$ cat src/rtl/imem_fetch.sv
// Instruction fetch stage: issues sequential SRAM word reads and buffers
// returned words with their PC for decode, restarting on redirect.
module imem_fetch #(
  parameter int          ADDR_WIDTH = 8,
  parameter logic [31:0] RESET_PC   = 32'h0000_0000,
  parameter int          FIFO_DEPTH = 2
) (
  input  logic                  clock,
  input  logic                  reset,
  output logic                  imem_csb,
  output logic                  imem_web,
  output logic [3:0]            imem_wmask,
  output logic [ADDR_WIDTH-1:0] imem_addr,
  output logic [31:0]           imem_din,
  input  logic [31:0]           imem_dout,
  input  logic                  redirect_valid,
  input  logic [31:0]           redirect_pc,
  output logic                  out_valid,
  input  logic                  out_ready,
  output logic [31:0]           out_pc,
  output logic [31:0]           out_inst
);

  localparam int PW = (FIFO_DEPTH > 1) ? $clog2(FIFO_DEPTH) : 1;
  localparam int CW = PW + 1;

  typedef struct packed {
    logic [31:0] pc;
    logic [31:0] inst;
  } fetch_ent_t;

  fetch_ent_t            fifo [FIFO_DEPTH];
  logic [PW-1:0]         rd_ptr;
  logic [PW-1:0]         wr_ptr;
  logic [CW-1:0]         occ;
  logic [31:0]           fetch_pc;
  logic [31:0]           inflight_pc;
  logic                  inflight;
  logic [ADDR_WIDTH-1:0] addr_q;

  logic        deq;
  logic        push;
  logic        issue;
  logic [31:0] issue_pc;
  logic [CW:0] need;
  logic [CW:0] avail;

  assign imem_web   = 1'b1;
  assign imem_wmask = 4'b0000;
  assign imem_din   = 32'h0;

  assign out_valid = !reset && !redirect_valid && (occ != '0);
  assign deq       = out_valid && out_ready;
  assign push      = inflight && !redirect_valid && !reset;
  assign out_pc    = fifo[rd_ptr].pc;
  assign out_inst  = fifo[rd_ptr].inst;

  // Credit: entries held plus the read in flight plus this one must fit.
  assign need  = {1'b0, occ}
               + {{CW{1'b0}}, inflight}
               + {{CW{1'b0}}, 1'b1};
  assign avail = (CW+1)'(FIFO_DEPTH)
               + {{CW{1'b0}}, deq};

  assign issue    = !reset
                  && (redirect_valid || (need <= avail));
  assign issue_pc = redirect_valid
                  ? (redirect_pc & ~32'h3)
                  : fetch_pc;

  assign imem_csb  = !issue;
  assign imem_addr = issue
                   ? issue_pc[ADDR_WIDTH+1:2]
                   : addr_q;

  always_ff @(posedge clock) begin
    if (reset) begin
      fetch_pc    <= RESET_PC;
      inflight    <= 1'b0;
      inflight_pc <= 32'h0;
      addr_q      <= RESET_PC[ADDR_WIDTH+1:2];
      rd_ptr      <= '0;
      wr_ptr      <= '0;
      occ         <= '0;
      for (int i = 0; i < FIFO_DEPTH; i++)
        fifo[i] <= '0;
    end else begin
      inflight <= issue;
      if (issue) begin
        fetch_pc    <= issue_pc + 32'd4;
        inflight_pc <= issue_pc;
        addr_q      <= issue_pc[ADDR_WIDTH+1:2];
      end else if (redirect_valid) begin
        fetch_pc <= issue_pc;
      end
      if (redirect_valid) begin
        rd_ptr <= '0;
        wr_ptr <= '0;
        occ    <= '0;
      end else begin
        if (push) begin
          fifo[wr_ptr] <= '{pc: inflight_pc, inst: imem_dout};
          wr_ptr       <= wr_ptr + 1'b1;
        end
        if (deq)
          rd_ptr <= rd_ptr + 1'b1;
        occ <= occ + CW'(push) - CW'(deq);
      end
    end
  end

endmodule

$ cat config.mk
export PLATFORM = sky130hd
export DESIGN_NAME = imem_fetch
export DESIGN_NICKNAME = d
export VERILOG_FILES = /design/src/rtl/imem_fetch.sv
export SDC_FILE = /design/constraint.sdc
export NUM_CORES = 1
export LEC_CHECK = 0
export BUFFER_PORTS_ARGS = -buffer_cell sky130_fd_sc_hd__buf_2
export CORE_UTILIZATION = 58
export CTS_BUF_LIST = sky130_fd_sc_hd__clkbuf_2
export DETAILED_ROUTE_END_ITERATION = 8
export PLACE_DENSITY = 0.82
export SYNTH_ARGS = -nofsm -noshare
export SYNTH_HDL_FRONTEND = slang
export SYNTH_SLANG_ARGS = --single-unit
$ cat constraint.sdc
create_clock -name clock -period 6.5 [get_ports clock]
set_clock_uncertainty 0.1 [all_clocks]
set_input_delay 0.325 -clock clock [delete_from_list [all_inputs] [get_ports clock]]
set_output_delay 0.325 -clock clock [all_outputs]
set_load 0.02 [all_outputs]
# --- Yosys cells after proc, flatten, opt, wreduce, memory -nomap -nowiden ---
# Memories as Yosys holds them, arrays and structs flattened. A register that Yosys moved wholly into a read port is not among the register bits.
# Index checks and enable logic that the tools add are counted.
word_totals:
  ram_bits: 128
  reg_bits: 77
  out_inout_bits: 111
  memories: 1
  word_cells: 46
  in_bits: 68
op_classes:
  muxes: 15
  reduce_logical: 14
  n_addsub: 8
  n_lt_le_gt_ge: 1
memory_table:
  columns: ["memory", "depth", "word_bits", "read_ports", "rd_ports_with_merged_regs", "wr", "line", "rtl"]
  rows:
  - ["fifo", 2, 64, 1, 1, 2, "32", "fetch_ent_t fifo [FIFO_DEPTH];"]
ops:
  columns: ["cell", "count"]
  rows:
  - ["$mux 32", 3]
  - ["$mux 64", 1]
  - ["$reduce_or 64->1", 1]
  - ["$add 32x3->32 const B", 1]
  - ["$mux 1", 10]
  - ["$mux 8", 1]
  - ["$logic_and 1x1->1", 6]
  - ["$reduce_bool 2->1", 2]
  - ["$add 2x1->3", 1]
  - ["$add 2x1->3 const A", 1]
  - ["$add 3x1->3 const B", 1]
  - ["$le 3x3->1", 1]
  - ["$logic_not 1->1", 3]
  - ["$add 1x1->1 const B", 2]
  - ["$add 2x1->2", 1]
  - ["$reduce_or 2->1", 1]
  - ["$sub 2x1->2", 1]
  - ["$logic_or 1x1->1", 1]

# --- Logic depth before layout (Yosys ltp) ---
# Gate-level depths: netlist of the first run.
depth:
  depth_word: 9
  ltp_mapped: 15
  ltp_nobuf: 11

# --- Worst setup path after synthesis of the first run ---
# No wires, ideal clock.
synth_timing:
  kind: "input-to-reg"
  from: "input redirect_valid"
  to: "memory fifo[0][0] (netlist bit) (enable)"
  required_ns: 5.826
  n_path_buf: 1
  cell_stages: 4
  t_arrival_ns: 5.248
  slack_ns: 0.577
  setup_ns: 0.574
  cell_sequence: "buf_6 -> nor2_1 -> nand2_1 -> o21ai_0"
synth_rtl:
  columns: ["element", "line", "rtl"]
  rows:
  - ["start: declaration", "16", "input logic redirect_valid,"]
  - ["end: declaration", "32", null]

# --- Worst setup path after layout of the first run ---
layout_timing:
  from: "input redirect_valid"
  to: "register fetch_pc[12]"
layout_via:
  elab_chain_len: 9
  elab_cells_between_ends: 13
  cone_classes: "add/sub (2); order compare (1); mux (3); reduce/logical (7)"
layout_rtl:
  columns: ["element", "line", "rtl"]
  rows:
  - ["$logic_not 1->1 (*)", "52", "assign out_valid = !reset && !redirect_valid && (occ != '0);"]
  - ["$logic_and 1x1->1 (*) (2 in series)", "52", null]
  - ["$logic_and 1x1->1 (*)", "53", "assign deq = out_valid && out_ready;"]
  - ["named net deq", "41", "logic deq;"]
  - ["$add 2x1->3 (*)", "63", "+ {{CW{1'b0}}, deq};"]
  - ["$le 3x3->1 (*)", "66", "&& (redirect_valid || (need <= avail));"]
  - ["$logic_or 1x1->1 (*)", "66", null]
  - ["$logic_and 1x1->1 (*)", "66", null]
  - ["$mux 32 or $reduce_bool 2->1 (tied branches)", null, null]
  - ["end signal: assignment", "90", "fetch_pc <= issue_pc + 32'd4;"]
  - ["end signal: assignment", "94", "fetch_pc <= issue_pc;"]
  - ["end: declaration", "36", "logic [31:0] fetch_pc;"]
# Mark *: on every way through the listed nets, which the timed path passes. The rest lies on a longest branch. The select of a mux whose other input is x is not followed.
# A chain may end at the register's enable or synchronous reset.

==> results of run 1 <==
[cell families after synthesis]
logic type                 share of synthesized area
and+or+nand+nor                                0.206
xor gates and xnor gates                      0.0277
other                                       0.000742
muxes                                         0.0916
DFF                                            0.534
buffers and inverters                         0.0571
adders and majority gates                    0.00742
AOI/OAI and AO/OA                             0.0757
[state kept, by name, indices dropped and copies added, names as in the netlist, named ones only]
register     flops
rd_ptr           1
inflight         1
addr_q           8
inflight_pc     32
occ              2
fifo           128
wr_ptr           1
fetch_pc        32
[worst max-delay path, cell delays in order]
cell and delay, ns:
dlygate4sd3_1 0.52, buf_2 0.55, inv_2 0.04, buf_4 0.29
nand2_1 0.11, buf_4 0.18, nor2_1 0.07, and2_1 0.20
ha_1 0.31, nor4b_1 0.06, a211oi_2 0.60, nand3_1 0.44
nor2_1 0.24, xnor2_1 0.07, dlygate4sd3_1 0.56, a211oi_1 0.22
dlygate4sd3_1 0.57
[placed cells by master, fill, tap and decap left out, types with 37 or more instances in the layout]
| cell | netlist | routed |
|---|---|---|
| edfxtp_1 | 128 | 128 |
| and2_1 | 140 | 140 |
| buf_2 | 8 | 139 |
| nand2_1 | 92 | 92 |
| conb_1 | 2 | 37 |
| dfxtp_1 | 78 | 77 |
| nor2_1 | 66 | 65 |
| mux2_2 | 66 | 66 |
| dlygate4sd3_1 | 0 | 75 |
| clkbuf_2 | 0 | 91 |
[metrics by stage]
step	instance area (um^2)	total power, W	hold slack [ns]	util	instances
6_report	12100	0.00286	0.0773	0.721	1409
4_1_cts	12100	0.00288	0.0152	0.720	1408
3_3_place_gp	10800	0.00184	0.341	0.643	1237
3_5_place_dp	10800	0.00186	0.343	0.643	1237
2_1_floorplan	10300	0.00177	0.327	-	955
5_1_grt	12100	0.00300	0.0616	0.721	1409
[layer usage]
metal	global-route usage	routed length [um]	up-vias	share of wire
met4	0.107	591	0	0.026
met3	0.0522	1680	62	0.073
met1	0.317	9310	3619	0.40
met5	0	0	-	0
li1	-	-	3663	-
met2	0.445	11500	308	0.50
[layout make-up]
class	instances	area, um^2
antenna	1	2.50
multi-input combinational	646	4290
clock inverter	5	97.6
timing repair buffer	227	1540
tap	220	275
fill	1267	4700
inverter	13	48.8
clock buffer	91	455
sequential	206	5410
[final timing paths]
check | endpoint | slack, ns | depth (start not counted)
max reg2reg | fetch_pc[12]$_SDFFE_PP0P_ | 2.58 | 11
min | fetch_pc[7]$_SDFFE_PP0P_ | 0.08 | 6
max | fetch_pc[12]$_SDFFE_PP0P_ | 1.77 | 17
min reg2reg | inflight_pc[0]$_SDFFE_PP0P_ | 0.36 | 2
[timing repair]
action                                  CTS  global route
hold buffers                             75             0
endpoints found under the setup margin    0             0
hold endpoints to repair                132             0
[power breakdown]
part           internal (W)  switching, W  leakage (nW)
Clock              0.000477      0.000518         0.424
Combinational      0.000145      0.000227          2.73
Sequential          0.00146     0.0000373          1.97
==> results_dict.tcl, run 1 <==
set metrics [dict create \
    min_path_type "primary input to register" \
    clockBufferDepth 3 \
    yosysSeqAreaShare 0.534 \
    synth_flop_cell "edfxtp_1" \
    finalHoldViolCount 0 \
    antenna_found_initial 1 \
    worstSetupPathType "primary input to register" \
    ant_nets 0 \
    clock_latency_ns 0.82 \
    dp_hpwl_um 13900 \
    rsz0062_at_grt "no" \
    track_usage 0.258 \
    crit_required_ns 7.15 \
    async_flop_share 0 \
    synth_seq_cells 206 \
    worst_slack_ns 1.77 \
    cts_made_buffers 52 \
    synthMostInstantiatedCell "and2_1" \
    final.setup.tns_ns 0 \
    crit_start "redirect_valid" \
    dr.first_iter.drc_count 513 \
    synthToLayoutAreaGrowth_pct 19.7 \
    drive_above_1_share 0.286 \
    yosysWarnings 0 \
    min_from "redirect_pc[6]" \
    crit-reg2reg-launch "inflight$_SDFF_PP0_" \
    post_synth_num_cell_types 69 \
    yosys.area.top_type "edfxtp_1" \
    post-route-min-period_ns 4.73 \
    dieWidth_um 134 \
    final_nets 1220 \
    tightest_slew_ns 1.09 \
    cp-end-kind "register" \
    core_um2 16800 \
    synthTopCellsByArea "edfxtp_1 38%, dfxtp_1 15%, and2_1 8.7%, mux2_2 7.3%, nand2_1 3.4%" \
    first_pass_iters 7 \
    grt_pass1_vias 7612 \
    cts-resized-gates 0 \
    ios 179 \
    synth_cells 920 \
    num_rows 47 \
    grt_pass1_wl_um 36900 \
    drt-wirelength-per-cell_um 16.4 \
    cp_max_fo 43 \
    arrival_ns 5.38 \
    root_buffer "clkbuf_2" \
    port_buffers 139 \
    maxCapViolations 0 \
    fmax_mhz 212 \
    cp-start-kind "primary input" \
    vias_per_cell 5.43 \
    wl_um 23100 \
    die_h_um 134 \
    clk_pin_slew_worst_paths_ns 0.11 \
    syn_area_um2 10100 \
    grt_start_max_net_pins 66 \
    p_leak_nw 5.13 \
    cts_tree "done" \
    postCtsSetupRepairBufs 0 \
    ir_drop_mv 0.158 \
    power_density_nw_per_um2 236 \
    synth_edf_count 128 \
    cts_num_sinks 206 \
    timing.slew.headroom 0.272 \
    slew_violations 0 \
    start_util 0.602 \
    num_vias 7652 \
    synth_top_area_share 0.380 \
    place_congestion 0.879 \
    dp_slack_ns 2.25 \
    gr-total-overflow 0 \
    die_area_um2 18000 \
    htree_levels 2 \
    status "complete, no violations" \
    ys_top_cells_by_count "140 x and2_1, 128 x edfxtp_1, 92 x nand2_1" \
    avgSynthCellArea_um2 11.0 \
    min_period_over_period 0.727 \
    drcViolationCount 0 \
    finalSetupViolCount 0 \
]
Note: power is estimated with default switching activity, not from simulation.
==> run 2: changes to the inputs <==
==> constraint.sdc (replaced) <==
create_clock -name clock -period 4.8 [get_ports clock]
set_clock_uncertainty 0.1 [all_clocks]
set_input_delay 0.24 -clock clock [delete_from_list [all_inputs] [get_ports clock]]
set_output_delay 0.24 -clock clock [all_outputs]
set_load 0.02 [all_outputs]
==> run 2 against run 1 <==
  * Sequential share of layout area is 0.24 points higher
  * Die area did not move
  * Highest routed layer unchanged
  * Clock-buffer cell count fell by 14
  * Largest cell class unchanged
==> results_dict.tcl, run 2 (same netlist as run 1, synthesis figures left out) <==
set metrics [dict create \
    status "complete, no violations" \
    power_density_nw_per_um2 304 \
    post-route-util 0.717 \
    rrSetupSlack_ns 0.81 \
    cts_tree "done" \
    grt_start_max_net_pins 79 \
    tightest_slew_ns 0.987 \
    reg_top3 "fifo: 128 flops, fetch_pc: 32 flops, inflight_pc: 32 flops" \
    dr.first_iter.drc_count 454 \
    place_congestion 0.871 \
    cp-start-kind "primary input" \
    postCtsSetupRepairBufs 0 \
    ant_nets 0 \
    cp-end-kind "register" \
    cp_max_fo 32 \
    worstSetupPathType "primary input to register" \
    p_leak_nw 5.08 \
    clock_power_share 0.309 \
    p_int_w 0.00261 \
    power_w 0.00366 \
    wl_um 22500 \
    num_rows 47 \
    clock_latency_ns 0.81 \
    largest_register_ffs 128 \
    track_usage 0.254 \
    maxCapViolations 0 \
    drive_above_1_share 0.276 \
    ir_drop_mv 0.175 \
    slew_violations 0 \
    timing.slew.headroom 0.341 \
    finalHoldViolCount 0 \
    drt-wirelength-per-cell_um 16.0 \
    regMostFlops "fifo" \
    min_path_type "primary input to register" \
    htree_levels 2 \
    clk_pin_slew_worst_paths_ns 0.11 \
    layout_commonest_cell "and2_1" \
    diodes 0 \
    antenna_found_initial 0 \
    power_frac_comb 0.137 \
    min_period_over_period 0.887 \
    num_vias 7590 \
    ios 179 \
    dieWidth_um 134 \
    drcViolationCount 0 \
    switching_power_w 0.00105 \
    final.setup.tns_ns 0 \
    post-route-min-period_ns 4.26 \
    first_pass_iters 5 \
    start_util 0.602 \
    root_buffer "clkbuf_2" \
    dp_hpwl_um 13500 \
    cts-resized-gates 0 \
    p_seq_frac 0.554 \
    cts_made_buffers 51 \
    grt_pass1_wl_um 36100 \
    synthToLayoutAreaGrowth_pct 19.1 \
    crit_required_ns 5.41 \
    core_um2 16800 \
    rsz0062_at_grt "no" \
    p_sw_frac 0.288 \
    port_buffers 139 \
    cts_num_sinks 206 \
    grt_pass1_vias 7497 \
    die_h_um 134 \
    fillers 1272 \
    finalSetupViolCount 0 \
    vias_per_cell 5.38 \
    layout_common_cells "140 x and2_1, 139 x buf_2, 128 x edfxtp_1" \
    final_nets 1221 \
    arrival_ns 4.87 \
    die_area_um2 18000 \
    gr-total-overflow 0 \
    clockBufferDepth 3 \
    fmax_mhz 235 \
]
## run 2: cell types whose count changed in the layout (fill, tap and decap cells not counted), sizes merged
| cell | before | now |
|---|---|---|
| clkbuf | 91 | 77 |
| clkinv | 2 | 16 |
| bufinv | 3 | 0 |
| dlygate4sd3 | 75 | 78 |
| clkinvlp | 0 | 2 |
| buf | 152 | 151 |
| diode | 1 | 0 |
| inv | 13 | 14 |
## run 2: final timing paths
path              cells after the start                          end                      from
setup reg to reg                     12  inflight_pc[9]$_SDFFE_PP0P_         occ[1]$_SDFF_PP0_
setup / recovery                     15  inflight_pc[9]$_SDFFE_PP0P_            redirect_valid
hold / removal                        3    fifo[1][25]$_SDFFCE_PN0P_             imem_dout[25]
hold reg to reg                       2  inflight_pc[0]$_SDFFE_PP0P_  fetch_pc[0]$_SDFFE_PP0P_
## run 2: routing by layer
metal  vias up  wire length, um  GRT usage
met5         -                0          0
met1      3619             9450      0.321
met2       275            11300      0.437
met3        34             1370     0.0420
met4         0              384     0.0980
li1       3662                -          -
## run 2: repair_timing
item / 4_1_cts / 5_1_grt
hold endpoints to repair: 138 / 0
setup endpoints to repair: 0 / 0
hold buffers: 78 / 0
## run 2: layout make-up
type / count / area [um^2] / area share
Multi-Input combinational cell: 646 / 4290 / 0.356
Tap cell: 220 / 275 / 0.0228
Clock buffer: 77 / 385 / 0.0320
Inverter: 13 / 48.8 / 0.00405
Clock inverter: 19 / 83.8 / 0.00696
Timing Repair Buffer: 229 / 1570 / 0.130
Sequential cell: 206 / 5410 / 0.449
## run 2: worst max-delay path, stage by stage
cell and delay [ns]:
dlygate4sd3_1 0.53, buf_2 0.28, inv_2 0.06, nand2_1 0.35, nor2_1 0.11, and2_1 0.23, ha_1 0.32, nor3b_1 0.51
or2_2 0.69, nand2_1 0.11, a21oi_1 0.17, a21oi_1 0.05, dlygate4sd3_1 0.56, nor2_1 0.09, dlygate4sd3_1 0.55
## run 2: metrics by stage
step                      hold slack [ns]  cells  setup slack (ns)  instance area (um^2)
after floorplan                     0.284    955             0.691                 10300
after global placement              0.341   1236             0.938                 10800
after detailed placement            0.347   1236             0.889                 10800
after CTS                          0.0687   1410             0.702                 12100
after global routing                0.107   1410             0.319                 12100
final                               0.167   1410             0.545                 12100
## run 2: power groups by stage
stage               Sequential [W]  Combinational (W)  Clock (W)
floorplan                  0.00205           0.000335          0
global placement           0.00206           0.000434          0
detailed placement         0.00207           0.000444          0
CTS                        0.00203           0.000497    0.00117
global route               0.00204           0.000544    0.00126
finish                     0.00203           0.000502    0.00113
